===== config.mk =====
export PLATFORM = sky130hd
export DESIGN_NAME = rst_req_ctrl
export DESIGN_NICKNAME = d
export VERILOG_FILES = /design/src/rtl/rst_req_ctrl.sv
export SDC_FILE = /design/constraint.sdc
export NUM_CORES = 1
export LEC_CHECK = 0
export BUFFER_PORTS_ARGS = -buffer_cell sky130_fd_sc_hd__clkbuf_2
export CORE_ASPECT_RATIO = 1.2
export CORE_UTILIZATION = 40
export DETAILED_ROUTE_END_ITERATION = 10
export SLEW_MARGIN = 5
export SYNTH_ARGS = -nofsm -noshare
export SYNTH_HDL_FRONTEND = slang
export SYNTH_SLANG_ARGS = --single-unit

===== constraint.sdc =====
create_clock -name ref_clk_i -period 3.2 [get_ports ref_clk_i]
set_input_delay 0.32 -clock ref_clk_i [delete_from_list [all_inputs] [get_ports ref_clk_i]]
set_output_delay 0.32 -clock ref_clk_i [all_outputs]
set_load 0.005 [all_outputs]

===== src/rtl/rst_req_ctrl.sv =====
`default_nettype none
// +----------------------------------------------------------------------------+
// | Module   : rst_req_ctrl                                                    |
// | Purpose  : Reset-request initiator. Turns a one-cycle control-plane        |
// |            request into a timed reset request toward the reset            |
// |            synchronizer. Confirms through the synchronizer's active-low   |
// |            feedback that reset was entered and then released, and         |
// |            reports completion (done pulse) or a sticky timeout.           |
// | Ports    : ref_clk_i   - sole clock                                        |
// |            rst_i       - synchronous active-high reset                     |
// |            req_i       - reset request, sampled only while req_ready_o=1  |
// |            req_ready_o - high in IDLE only                                 |
// |            arst_ni_fb  - asynchronous arst_no feedback (active-low)        |
// |            arst_req_o  - reset request to the synchronizer                 |
// |            busy_o      - high in every state except IDLE                   |
// |            done_o      - one-cycle pulse on successful completion          |
// |            timeout_o   - sticky error flag, cleared by next accepted req   |
// |            count_o     - saturating completed-reset counter                |
// | Config   : define RST_REQ_CNT_EN to build the 8-bit completion counter;    |
// |            otherwise count_o is tied to zero.                              |
// | Revision : 1.0 - initial release                                           |
// +----------------------------------------------------------------------------+
module rst_req_ctrl #(
  parameter int HOLD_CYCLES    = 16,
  parameter int TIMEOUT_CYCLES = 1024,
  parameter int SYNC_STAGES    = 2
) (
  input  logic       ref_clk_i,
  input  logic       rst_i,
  input  logic       req_i,
  output logic       req_ready_o,
  input  logic       arst_ni_fb,
  output logic       arst_req_o,
  output logic       busy_o,
  output logic       done_o,
  output logic       timeout_o,
  output logic [7:0] count_o
);

  localparam int c_HCNT_W = $clog2(HOLD_CYCLES) + 1;
  localparam int c_TCNT_W = $clog2(TIMEOUT_CYCLES) + 1;

  localparam logic [c_HCNT_W-1:0] c_HOLD_LAST = c_HCNT_W'(HOLD_CYCLES - 1);
  localparam logic [c_TCNT_W-1:0] c_TMO_LAST  = c_TCNT_W'(TIMEOUT_CYCLES - 1);

  typedef enum logic [2:0] {
    S_IDLE    = 3'd0,
    S_ASSERT  = 3'd1,
    S_RELEASE = 3'd2,
    S_DONE    = 3'd3,
    S_ERR     = 3'd4
  } state_t;

  state_t                 r_state;
  state_t                 w_next;
  logic [SYNC_STAGES-1:0] r_fb_sync;
  logic                   w_fb_s;
  logic [c_HCNT_W-1:0]    r_hcnt;
  logic [c_TCNT_W-1:0]    r_tcnt;
  logic                   r_seen_low;
  logic                   r_timeout;

  // Feedback synchronizer. Flops reset to 1 so a reset of this block never
  // looks like the downstream reset being active.
  always_ff @(posedge ref_clk_i) begin
    if (rst_i) begin
      r_fb_sync <= '1;
    end else begin
      r_fb_sync <= {r_fb_sync[SYNC_STAGES-2:0], arst_ni_fb};
    end
  end

  assign w_fb_s = r_fb_sync[SYNC_STAGES-1];

  // State register
  always_ff @(posedge ref_clk_i) begin
    if (rst_i) begin
      r_state <= S_IDLE;
    end else begin
      r_state <= w_next;
    end
  end

  // Next-state and state-decoded outputs
  always_comb begin
    w_next      = r_state;
    req_ready_o = 1'b0;
    arst_req_o  = 1'b0;
    busy_o      = 1'b1;
    done_o      = 1'b0;
    case (r_state)
      S_IDLE: begin
        req_ready_o = 1'b1;
        busy_o      = 1'b0;
        if (req_i) begin
          w_next = S_ASSERT;
        end
      end
      S_ASSERT: begin
        arst_req_o = 1'b1;
        // Success wins over the timeout when both hold in the same cycle;
        // the live fb_s term lets a low seen this very cycle count.
        if (r_hcnt == c_HOLD_LAST && (r_seen_low || !w_fb_s)) begin
          w_next = S_RELEASE;
        end else if (r_tcnt == c_TMO_LAST) begin
          w_next = S_ERR;
        end
      end
      S_RELEASE: begin
        if (w_fb_s) begin
          w_next = S_DONE;
        end else if (r_tcnt == c_TMO_LAST) begin
          w_next = S_ERR;
        end
      end
      S_DONE: begin
        done_o = 1'b1;
        w_next = S_IDLE;
      end
      S_ERR: begin
        w_next = S_IDLE;
      end
      default: begin
        w_next = S_IDLE;
      end
    endcase
  end

  // Hold/timeout counters, seen-low flag and sticky timeout flag
  always_ff @(posedge ref_clk_i) begin
    if (rst_i) begin
      r_hcnt     <= '0;
      r_tcnt     <= '0;
      r_seen_low <= 1'b0;
      r_timeout  <= 1'b0;
    end else begin
      if (w_next != r_state) begin
        r_hcnt <= '0;
        r_tcnt <= '0;
      end else begin
        // Hold counter saturates so it can sit at its terminal value while
        // waiting for the feedback low to show up.
        if (r_state == S_ASSERT && r_hcnt != c_HOLD_LAST) begin
          r_hcnt <= r_hcnt + c_HCNT_W'(1);
        end
        if (r_state == S_ASSERT || r_state == S_RELEASE) begin
          r_tcnt <= r_tcnt + c_TCNT_W'(1);
        end
      end

      if (r_state == S_IDLE && req_i) begin
        r_seen_low <= 1'b0;
      end else if (r_state == S_ASSERT && !w_fb_s) begin
        r_seen_low <= 1'b1;
      end

      // Set on entry to ERR so the flag is visible while in ERR.
      if (r_state == S_IDLE && req_i) begin
        r_timeout <= 1'b0;
      end else if (w_next == S_ERR) begin
        r_timeout <= 1'b1;
      end
    end
  end

  assign timeout_o = r_timeout;

`ifdef RST_REQ_CNT_EN
  logic [7:0] r_count;

  always_ff @(posedge ref_clk_i) begin
    if (rst_i) begin
      r_count <= 8'h00;
    end else if (r_state == S_DONE && r_count != 8'hFF) begin
      r_count <= r_count + 8'd1;
    end
  end

  assign count_o = r_count;
`else
  assign count_o = 8'h00;
`endif

endmodule
`default_nettype wire


==> impl_metrics.py <==
metrics = {
    "sta": {
        "post-route-min-period_ns": 2.23,
        "fmax_mhz": 448,
        "tightest_slew_ns": 0.780,
        "hold_viol": 0,
        "rsz0062_at_grt": "false",
        "tns_ns": 0,
        "relSlewSlack": 0.480,
        "clock_skew_ns": 0.00511,
        "drv_slew": 0,
        "fin_crit_sh": 0.697,
        "whs_ns": 0.192,
        "setup_viol": 0,
    },
    "clock_network": {
        "h-tree-depth": 1,
        "cts_hold_buf": 0,
        "cts_root_buf": "clkbuf_4",
        "cts_resized": 0,
        "cts_made_buffers": 3,
        "clk_pin_slew_worst_paths_ns": 0.13,
        "clk-insertion-delay-late_ns": 0.31,
        "cts.sinks": 23,
        "post-cts-setup-buffers": 0,
        "clockBufferDepth": 2,
        "tritoncts": "done",
    },
    "setup_path": {
        "arrival_ns": 2.39,
        "crit_buf_inv": 0,
        "slowest_stage": "a311oi_4",
        "path_delay_family": "compound AO/OA/AOI/OAI gates",
        "cp-start-kind": "flip-flop",
        "required_ns": 3.36,
        "crit_fanout": 16,
        "crit_type": "flip-flop to flip-flop",
        "worstPathCellList": "nand4_2 > or4_4 > a311oi_4 > a2111oi_0",
        "cpPeakStageDelay_ns": 0.74,
        "critPathCaptureType": "flip-flop",
    },
    "global_routing": {
        "grt_pass1_vias": 957,
        "grt.overflow.total": 0,
        "grt_max_degree": 19,
        "track_usage": 0.165,
        "grt_pass1_wl_um": 4240,
        "antenna_found_initial": 0,
    },
    "final_layout": {
        "n_antenna_cell": 0,
        "multi_input_area_um2": 716,
        "syn_to_final_growth_pct": 3.78,
        "layout_common_cells": "23 x dfxtp_1, 16 x nor4_1, 8 x xnor2_1, 8 x conb_1, 8 x clkbuf_2",
        "nFillCells": 307,
        "layout_commonest_cell": "dfxtp_1",
        "nets": 150,
        "post_route_cells_drive_above_1_share": 0.141,
        "regArea_um2": 460,
    },
    "placement": {
        "place.gp.congestion": 0.810,
        "dp_hpwl_um": 1680,
        "place.port_buffers": 8,
    },
    "die": {
        "chipWidth_um": 53.2,
        "rows": 21,
        "initial_utilization": 0.435,
        "die_area_mm2": 0.00337,
        "die-height_um": 63.4,
        "ios": 17,
        "coreArea_mm2": 0.00289,
    },
    "synth": {
        "synth_top_cell_area_share": 0.366,
        "ys_dominant_reg_cell": "dfxtp_1",
        "synthCells": 137,
        "synthArstFlopShare": 0,
        "yosysSeqAreaShare": 0.366,
        "netlist_area_mm2": 0.00126,
        "yosysUniqueCellTypes": 41,
        "synth_warnings": 0,
        "ys_top_cells_by_area": "dfxtp_1 37%, nor4_1 8.0%, xnor2_1 5.6%, buf_4 4.8%, ha_1 3.0%",
        "synth_edf_count": 0,
        "synth.largest_area_cell": "dfxtp_1",
        "syn_avg_cell_area_um2": 9.18,
        "synth_seq_cells": 23,
    },
    "route": {
        "vias": 1025,
        "drt_wl_total_um": 2370,
        "drt_iter0_drc": 13,
        "drc": 0,
        "drt-vias-per-instance": 5.82,
        "ant_nets": 0,
        "wl_per_cell_um": 13.5,
        "first_pass_iters": 4,
    },
    "pwr": {
        "powerDensity_mw_per_mm2": 368,
        "pwr-share-seq": 0.623,
        "p_int_w": 0.000358,
        "p_comb_frac": 0.096,
        "pwr-share-clk": 0.281,
        "netSwitchingPower_w": 0.000122,
        "p_leak_nw": 0.442,
        "peakVddDrop_uv": 260,
        "swShare": 0.254,
    },
    "status": {
        "status": "finished clean",
    },
    "job": {
        "cap_violations": 0,
    },
    "worst_hold_path": {
        "hp-class": "input port to flip-flop",
    },
}
## layout make-up
type	instances	area share
Clock buffer	3	0.0173
Sequential cell	23	0.353
Timing Repair Buffer	9	0.0364
Tap cell	34	0.0326
Clock inverter	1	0.00384
Inverter	3	0.00863
Multi-Input combinational cell	103	0.548
## power by group through the flow
stage                     Sequential, W  Combinational (W)  Clock (W)
after global placement         0.000305          0.0000443          0
after floorplan                0.000302          0.0000418          0
after detailed placement       0.000305          0.0000455          0
after global routing           0.000300          0.0000529   0.000154
final                          0.000299          0.0000458   0.000135
after CTS                      0.000299          0.0000459   0.000141
## metal layers
layer / track usage / vias to the layer above / share of wire
li1: - / 505 / -
met1: 0.218 / 495 / 0.46
met2: 0.259 / 21 / 0.49
met3: 0.0314 / 4 / 0.024
met4: 0.0658 / 0 / 0.017
met5: 0 / - / 0
## through the flow
stage / total power (W) / utilization / setup WS [ns] / std cells / instance area (um2)
floorplan: 0.000344 / - / 1.26 / 144 / 1280
global placement: 0.000349 / 0.442 / 1.03 / 172 / 1280
detailed placement: 0.000351 / 0.442 / 0.947 / 172 / 1280
CTS: 0.000486 / 0.452 / 0.969 / 176 / 1310
global route: 0.000507 / 0.452 / 0.717 / 176 / 1310
finish: 0.000480 / 0.452 / 0.969 / 176 / 1310
## synthesized netlist by cell type, drive strengths merged, types with 3 or more instances
cell	number
nor4	16
a2111oi	3
dfxtp	23
nor4b	3
xor2	3
or3	5
nand3	4
o21a	4
xnor2	8
o21ai	4
nor2b	5
clkbuf	4
buf	11
mux2i	3
ha	3
nand2	6
nor2	7
inv	3
## cell families after synthesis
family / after synthesis / share of synthesized area
adders and majority gates: 3 / 0.0299
buffers and inverters: 18 / 0.0856
xor gates and xnor gates: 11 / 0.0766
and+or+nand+nor: 59 / 0.288
other: 1 / 0.00298
DFF: 23 / 0.366
AOI/OAI and AO/OA: 19 / 0.127
muxes: 3 / 0.0239
## worst paths after layout
kind                           startpoint                 endpoint  slack, ns  depth (start not counted)
setup / recovery   r_tcnt[3]$_SDFFE_PP0P_   r_tcnt[9]$_SDFFE_PP0P_       0.97                          4
hold / removal                 arst_ni_fb  r_fb_sync[0]$_SDFF_PP1_       0.19                          2
hold reg to reg   r_fb_sync[0]$_SDFF_PP1_  r_fb_sync[1]$_SDFF_PP1_       0.44                          1
setup reg to reg   r_tcnt[3]$_SDFFE_PP0P_   r_tcnt[9]$_SDFFE_PP0P_       0.97                          4
## state kept, by name, indices dropped and copies added (netlist names)
signal,count
r_hcnt,5
timeout_o,1
r_seen_low,1
r_fb_sync,2
r_state,3
r_tcnt,11
(Power assumes the default switching activity.)
